[src/rtl/seg7_scan_driver.sv]
// rtl/seg7_scan_driver.sv - time-multiplexed 8-digit active-low seven-segment scan driver
//
// Scans eight common-anode digits. Digits 7..4 show the alarm setting (HH MM),
// digits 3..0 show the current time (HH MM). The time field blinks while the alarm
// rings. A short all-anodes-off window opens each slot to suppress ghosting.
//
// Ports:
//   clk            system clock
//   rstn           synchronous active-low reset
//   *_now          current time digits, BCD
//   *_bud          alarm setting digits, BCD
//   clk_sec_i      1 Hz square wave, drives colon blink and alarm blink
//   bud_state_i    alarm ringing
//   seg            {CG,CF,CE,CD,CC,CB,CA}, active-low, registered
//   dp             decimal point, active-low, registered
//   an             digit anodes, active-low, an[0] is the rightmost digit, registered

module seg7_scan_driver #(
  parameter int REFRESH_DIV = 100_000,
  parameter int BLANK_CYC   = 1_000
) (
  input  logic       clk,
  input  logic       rstn,
  input  logic [3:0] hourdec_now,
  input  logic [3:0] hourone_now,
  input  logic [3:0] mindec_now,
  input  logic [3:0] minone_now,
  input  logic [3:0] hourdec_bud,
  input  logic [3:0] hourone_bud,
  input  logic [3:0] mindec_bud,
  input  logic [3:0] minone_bud,
  input  logic       clk_sec_i,
  input  logic       bud_state_i,
  output logic [6:0] seg,
  output logic       dp,
  output logic [7:0] an
);

  localparam int CNT_W = (REFRESH_DIV > 2) ? $clog2(REFRESH_DIV) : 1;
  localparam logic [CNT_W-1:0] SLOT_LAST = CNT_W'(REFRESH_DIV - 1);

  logic [CNT_W-1:0] slot_cnt_q, slot_cnt_d;
  logic [2:0]       dig_idx_q, dig_idx_d;
  logic [7:0]       an_q, an_d;
  logic [6:0]       seg_q, seg_d;
  logic             dp_q, dp_d;

  logic [3:0]       digit_val;
  logic [6:0]       digit_seg;
  logic             blank_win;
  logic             blink_off;
  int               slot_int;

  // Slot counter and digit index.
  always_comb begin
    slot_cnt_d = slot_cnt_q + CNT_W'(1);
    dig_idx_d  = dig_idx_q;
    if (slot_cnt_q == SLOT_LAST) begin
      slot_cnt_d = '0;
      dig_idx_d  = dig_idx_q + 3'd1;
    end
  end

  // Digit source select.
  always_comb begin
    digit_val = 4'd0;
    case (dig_idx_q)
      3'd0: digit_val = minone_now;
      3'd1: digit_val = mindec_now;
      3'd2: digit_val = hourone_now;
      3'd3: digit_val = hourdec_now;
      3'd4: digit_val = minone_bud;
      3'd5: digit_val = mindec_bud;
      3'd6: digit_val = hourone_bud;
      3'd7: digit_val = hourdec_bud;
      default: digit_val = 4'd0;
    endcase
  end

  // BCD to active-low segments; non-decimal codes show a dash.
  always_comb begin
    digit_seg = 7'b0111111;
    case (digit_val)
      4'd0: digit_seg = 7'b1000000;
      4'd1: digit_seg = 7'b1111001;
      4'd2: digit_seg = 7'b0100100;
      4'd3: digit_seg = 7'b0110000;
      4'd4: digit_seg = 7'b0011001;
      4'd5: digit_seg = 7'b0010010;
      4'd6: digit_seg = 7'b0000010;
      4'd7: digit_seg = 7'b1111000;
      4'd8: digit_seg = 7'b0000000;
      4'd9: digit_seg = 7'b0010000;
      default: digit_seg = 7'b0111111;
    endcase
  end

  // Output next-state. Everything keys off the current slot/digit so seg, dp and
  // an all switch on the same edge and a stale pattern never meets a new anode.
  always_comb begin
    // Signed compare keeps BLANK_CYC == 0 well-defined (window never open).
    slot_int  = int'(slot_cnt_q);
    blank_win = (slot_int < BLANK_CYC);
    blink_off = bud_state_i && !clk_sec_i && !dig_idx_q[2];

    an_d  = blank_win ? 8'hFF : ~(8'd1 << dig_idx_q);
    seg_d = digit_seg;
    dp_d  = 1'b1;
    if (dig_idx_q == 3'd2) begin
      dp_d = ~clk_sec_i;
    end else if (dig_idx_q == 3'd6) begin
      dp_d = 1'b0;
    end
    // Blink blanks the pattern but keeps the anode driven.
    if (blink_off) begin
      seg_d = 7'h7F;
      dp_d  = 1'b1;
    end
  end

  always_ff @(posedge clk) begin
    if (!rstn) begin
      slot_cnt_q <= '0;
      dig_idx_q  <= 3'd0;
      an_q       <= 8'hFF;
      seg_q      <= 7'h7F;
      dp_q       <= 1'b1;
    end else begin
      slot_cnt_q <= slot_cnt_d;
      dig_idx_q  <= dig_idx_d;
      an_q       <= an_d;
      seg_q      <= seg_d;
      dp_q       <= dp_d;
    end
  end

  assign seg = seg_q;
  assign dp  = dp_q;
  assign an  = an_q;

endmodule
[config.mk]
export PLATFORM = sky130hd
export DESIGN_NAME = seg7_scan_driver
export DESIGN_NICKNAME = d
export VERILOG_FILES = /design/src/rtl/seg7_scan_driver.sv
export SDC_FILE = /design/constraint.sdc
export NUM_CORES = 1
export LEC_CHECK = 0
export BUFFER_PORTS_ARGS = -buffer_cell sky130_fd_sc_hd__buf_2
export CORE_MARGIN = 2
export CORE_UTILIZATION = 45
export CTS_BUF_LIST = sky130_fd_sc_hd__clkbuf_16
export DETAILED_ROUTE_END_ITERATION = 8
export GPL_ROUTABILITY_DRIVEN = 0
export MAX_ROUTING_LAYER = met4
export PLACE_DENSITY = 0.69
export SYNTH_ARGS = -nofsm -noshare
export SYNTH_HDL_FRONTEND = slang
export SYNTH_SLANG_ARGS = --single-unit
[constraint.sdc]
create_clock -name clk -period 3.6 [get_ports clk]
set_input_delay 0.36 -clock clk [delete_from_list [all_inputs] [get_ports clk]]
set_output_delay 0.36 -clock clk [all_outputs]
set_load 0.01 [all_outputs]
# --- After elaboration in Yosys (flattened, before gate mapping) ---
# Memories as Yosys holds them, arrays and structs flattened. A register that Yosys moved wholly into a read port is not among the register bits.
# Cells that the tools add are included.
word_totals:
  elab_cells: 31
  regBits: 29
  mem_count: 1
  input_bits: 36
  mem_bits_ro: 112
  output_inout_bits: 16
mem_list:
  columns: ["memory", "depth", "word_bits", "read_ports", "rd_clocked_by_memory_dff", "wr", "line", "source"]
  rows:
  - ["(name not given)", 16, 7, 1, 1, 0, "83", "case (digit_val)"]
classes:
  reduce_logical: 8
  eq_ne: 8
  n_lt_le_gt_ge: 1
  muxes: 3
  bitwise_logic: 3
  n_shift: 1
  addsub: 2
op_table:
  columns: ["cell", "count"]
  rows:
  - ["$pmux W4 S8", 1]
  - ["$add A17 B1 Y17 const B", 1]
  - ["$eq A17 B17 Y1 const B", 1]
  - ["$lt A17 B10 Y1 const B", 1]
  - ["$eq A3 B3 Y1 const B", 4]
  - ["$not A8 Y8", 1]
  - ["$shl A1 B3 Y8 const A", 1]
  - ["$eq A3 B2 Y1 const B", 2]
  - ["$reduce_or A2 Y1", 3]
  - ["$add A3 B1 Y3 const B", 1]
  - ["$eq A3 B1 Y1 const B", 1]
  - ["$logic_not A3 Y1", 1]
  - ["$logic_and A1 B1 Y1", 2]
  - ["$logic_not A1 Y1", 2]
  - ["$mux W1", 2]
  - ["$not A1 Y1", 2]

# --- Longest topological paths before layout ---
logic_depth:
  ltp_word: 4
  depth_mapped: 10
  mapped_depth_nobuf: 9

# --- Least setup slack after synthesis ---
# No wires, ideal clock.
synth_timing:
  path_kind: "register to register"
  start: "register dig_idx_q[1]"
  end: "register seg_q[5], in the netlist seg[5]"
  stages_incl_launch_ff: 10
  required_ns: 3.457
  slack_ns: 1.449
  path_buffers: 0
  period_less_slack_ns: 2.151
  arrival_time_ns: 2.009
  setup_ns: 0.143
  path_cell_list: "dfxtp_1 ha_1 ha_1 a22oi_1 o21ai_0 o41ai_4 inv_2 ha_1 nor3_1 o21ai_0"
synth_via:
  elab_chain_cells: 2
  elab_cells_between_ends: 9
  cone_classes: "eq/ne: 7; mux: 1; reduce/logical: 1"
synth_rtl:
  columns: ["element", "line", "source"]
  rows:
  - ["start: declaration", "43", "logic [2:0] dig_idx_q, dig_idx_d;"]
  - ["start signal: assignment", "130", "dig_idx_q <= dig_idx_d;"]
  - ["$eq A3 B3 Y1 (tied with other cells)", "67", "case (dig_idx_q)"]
  - ["$pmux W4 S8 *", "67", null]
  - ["end: declaration", "45", "logic [6:0] seg_q, seg_d;"]
# Every way passes the cells marked *; elsewhere a longest branch is shown, timed or not.
# A chain may end at the register's enable or synchronous reset.

# --- Final worst setup path ---
layout_timing:
  start: "register dig_idx_q[2]"
  end: "register seg_q[5], in the netlist seg[5]"
layout_via:
  elab_chain_cells: 3
  elab_cells_between_ends: 12
  cone_classes: "eq/ne: 7; mux: 1; reduce/logical: 4"
layout_rtl:
  columns: ["element"]
  rows:
  - ["parallel branches: the longest is 3 deep, another holds $pmux W4 S8"]
# Several ways; the timed one is not identified.

==> flow_summary.toml <==
[drt]
drtPass1Iterations = 4
wl_met3_um = 297
drt_iter0_markers = 126
wl_per_cell_um = 12.8
remaining_drc_errors = 0
dr_wl_met2_mm = 1.72
drt_wl_total_mm = 3.88
final_antenna_net_count = 0
viasPerCell = 5.13
vias = 1549
routed.top_layer = "met4"
met1Wirelength_mm = 1.77

[grt]
grt_pass1_vias = 1419
antenna_found_initial = 0
grt_max_degree = 18
groute.usage.overall_pct = 18.6
grt_pass1_wl_mm = 6.27
grt-ovfl-total = 0

[power]
power_density_nw_per_um2 = 398
peakVddDrop_v = 0.000198
p_leak_nw = 0.880

[cts]
ctsResizeCount = 0
hold_buffers = 0
clkTransAtPathRegs_ns = 0.06
clk_latency_ns = 0.28
cts_tree = "yes"
htreeDepth = 2
clock_path_buffers = 2
clockRootBuffer = "clkbuf_16"
numClockSinks = 36
numCtsBuffers = 5
cts_setup_buffers = 0

[sta]
fin_skew_ns = 0.00795
hold_viol = 0
fin_crit_sh_pct = 74.9
tightest_slew_ns = 0.614
fmax_ghz = 0.371
slew_headroom_pct = 59.0
tns_ns = 0
post-route-min-period_ns = 2.70
rsz0062_at_grt = "no"
setup_slack_ns = 0.904
finalSetupViolCount = 0
drv_slew = 0

[finish]
antennaDiodeCount = 0
drive_gt1_share_pct = 27.0
final_cell_area_um2 = 2220
area_growth_pct = 21.4
layout.nets = 297

[yosys]
synth_top_area_share_pct = 39.5
synth_top_flop_cell = "dfxtp_1"
synth.area.top_cells = "dfxtp_1 39%, ha_1 6.8%, nor2_1 5.8%, xor2_1 4.3%, xnor2_1 3.4%"
ys_async_sr_fraction_pct = 0
yosys.area_share.adder_pct = 6.85
seq_area_frac_synth_pct = 39.5
synth_nets = 247
syn_inst = 201
synthMuxAreaShare_pct = 2.19
yosysUniqueCellTypes = 49
synth_warnings = 0
synth_area_um2 = 1830
synth_xor_xnor_area_share_pct = 7.67
yosys.area.top_type = "dfxtp_1"
synth_top_family_by_area = "simple AND/OR/NAND/NOR gates"
avgSynthCellArea_um2 = 9.09
synth_compound_area_share_pct = 15.8
synth_edf_count = 0
synth_seq_cells = 36
synthSimpleGateAreaFrac_pct = 22.7

[worst_setup_path]
required_ns = 3.74
worstPathArrival_ns = 2.83
cp_max_fo = 17
reg2regPathDepth = 9
crit_path_start_kind = "flip-flop"
r2r_start = "dig_idx_q[2]"
r2r_setup_slack_ns = 0.90
r2r-end = "seg[5]"
critical_path_class = "reg -> reg"
end_kind = "flip-flop"

[place]
place_area_um2 = 2080
place_hpwl_mm = 2.88
numPortBuffers = 51
post-place-ws_ns = 0.931

[die]
fp-row-count = 23
core_region_area_um2 = 3940
die_x_um = 67.7
io_pins = 52
die_h_um = 67.7
initial_core_util_pct = 46.3
die-area_um2 = 4590

[hold_path]
hold_end = "dp"
hold_class = "in -> reg"
hp-start = "clk_sec_i"
whs_path_depth = 2

[flow_run]
max-cap-violations = 0

[run_status]
status = "finished, final reports clean"
==> sequential cells by signal, summed over array words and instances, names as in the netlist <==
name        count
slot_cnt_q     17
an              8
seg             7
dig_idx_q       3
dp              1
==> synth_stat cells, types with 2 or more instances <==
library cell	count
mux2i_1	4
nand3_1	12
ha_1	10
and3_1	3
a21boi_0	2
or2_2	2
nand2_1	14
a211oi_1	2
buf_2	2
xnor2_1	7
nor2_1	28
nor3_1	3
xor2_1	9
buf_6	3
and4_1	3
inv_1	7
nand4_1	6
a21oi_1	3
clkbuf_1	2
and2_1	3
a22oi_1	8
o211ai_1	2
o21ai_0	5
dfxtp_1	36
==> power by group <==
group          internal [mW]  switching, mW
clock                  0.251          0.159
combinational         0.0302         0.0320
sequential             0.407        0.00372
==> cell families (layout without fill, tap and decap cells) <==
group,after synthesis,in the layout
fa+ha+maj,10,10
mux,4,4
flops,36,36
xor+xnor,16,16
buf+inv,16,67
compound gates,37,37
simple gates,82,82
==> stage by stage <==
stage / std cells / util (%) / total power, mW / hold WS (ns)
6_report: 302 / 56.2 / 0.883 / 0.300
5_1_grt: 302 / 56.2 / 0.918 / 0.303
4_1_cts: 302 / 56.2 / 0.894 / 0.300
3_5_place_dp: 294 / 52.7 / 0.482 / 0.455
3_3_place_gp: 294 / 52.7 / 0.482 / 0.446
2_1_floorplan: 201 / - / 0.453 / 0.430
==> area by class of cell <==
type | instances | area [µm²]
multi-input cells | 149 | 1010
inverters | 8 | 30.0
fillers | 372 | 1730
well taps | 50 | 62.6
clock buffers | 5 | 125
clock inverters | 3 | 13.8
flip-flops and latches | 36 | 721
repair buffers | 51 | 255
==> cell usage in the layout (no fill, tap or decap), types with 2 or more instances in the layout <==
| cell type | count |
|---|---|
| nor2_1 | 28 |
| inv_1 | 7 |
| nor3_1 | 3 |
| and2_1 | 3 |
| and3_1 | 3 |
| nand3_1 | 12 |
| o211ai_1 | 2 |
| mux2i_1 | 4 |
| a21boi_0 | 2 |
| clkinv_2 | 2 |
| xor2_1 | 9 |
| or2_2 | 2 |
| xnor2_1 | 7 |
| a211oi_1 | 2 |
| nand2_1 | 14 |
| dfxtp_1 | 36 |
| a22oi_1 | 8 |
| ha_1 | 10 |
| a21oi_1 | 3 |
| and4_1 | 3 |
| nand4_1 | 6 |
| o21ai_0 | 5 |
| clkbuf_16 | 5 |
| buf_2 | 51 |
==> layer usage <==
layer | global-route usage [%] | vias to the layer above
met5 | - | -
met4 | 9.18 | 0
met3 | 5.00 | 7
met2 | 29.5 | 48
met1 | 21.7 | 683
li1 | - | 811
==> worst max-delay path: stages, from the launching register on <==
cell,delay [ns]
dfxtp_1,0.68
inv_1,0.20
ha_1,0.31
a22oi_1,0.15
o21ai_0,0.17
o41ai_4,0.44
inv_2,0.14
ha_1,0.22
nor3_1,0.16
o21ai_0,0.08
==> worst max path at each step <==
stage	startpoint	end	slack [ns]	cells after the start
final	dig_idx_q[2]	seg[5]	0.90	9
after global routing	dig_idx_q[2]	seg[5]	0.46	9
after CTS	dig_idx_q[2]	seg[5]	0.88	9
after detailed placement	dig_idx_q[2]	seg[5]	0.93	9
after global placement	dig_idx_q[2]	seg[5]	1.0	9
after floorplan	dig_idx_q[1]	seg[5]	1.45	9
(Power assumes the default switching activity.)
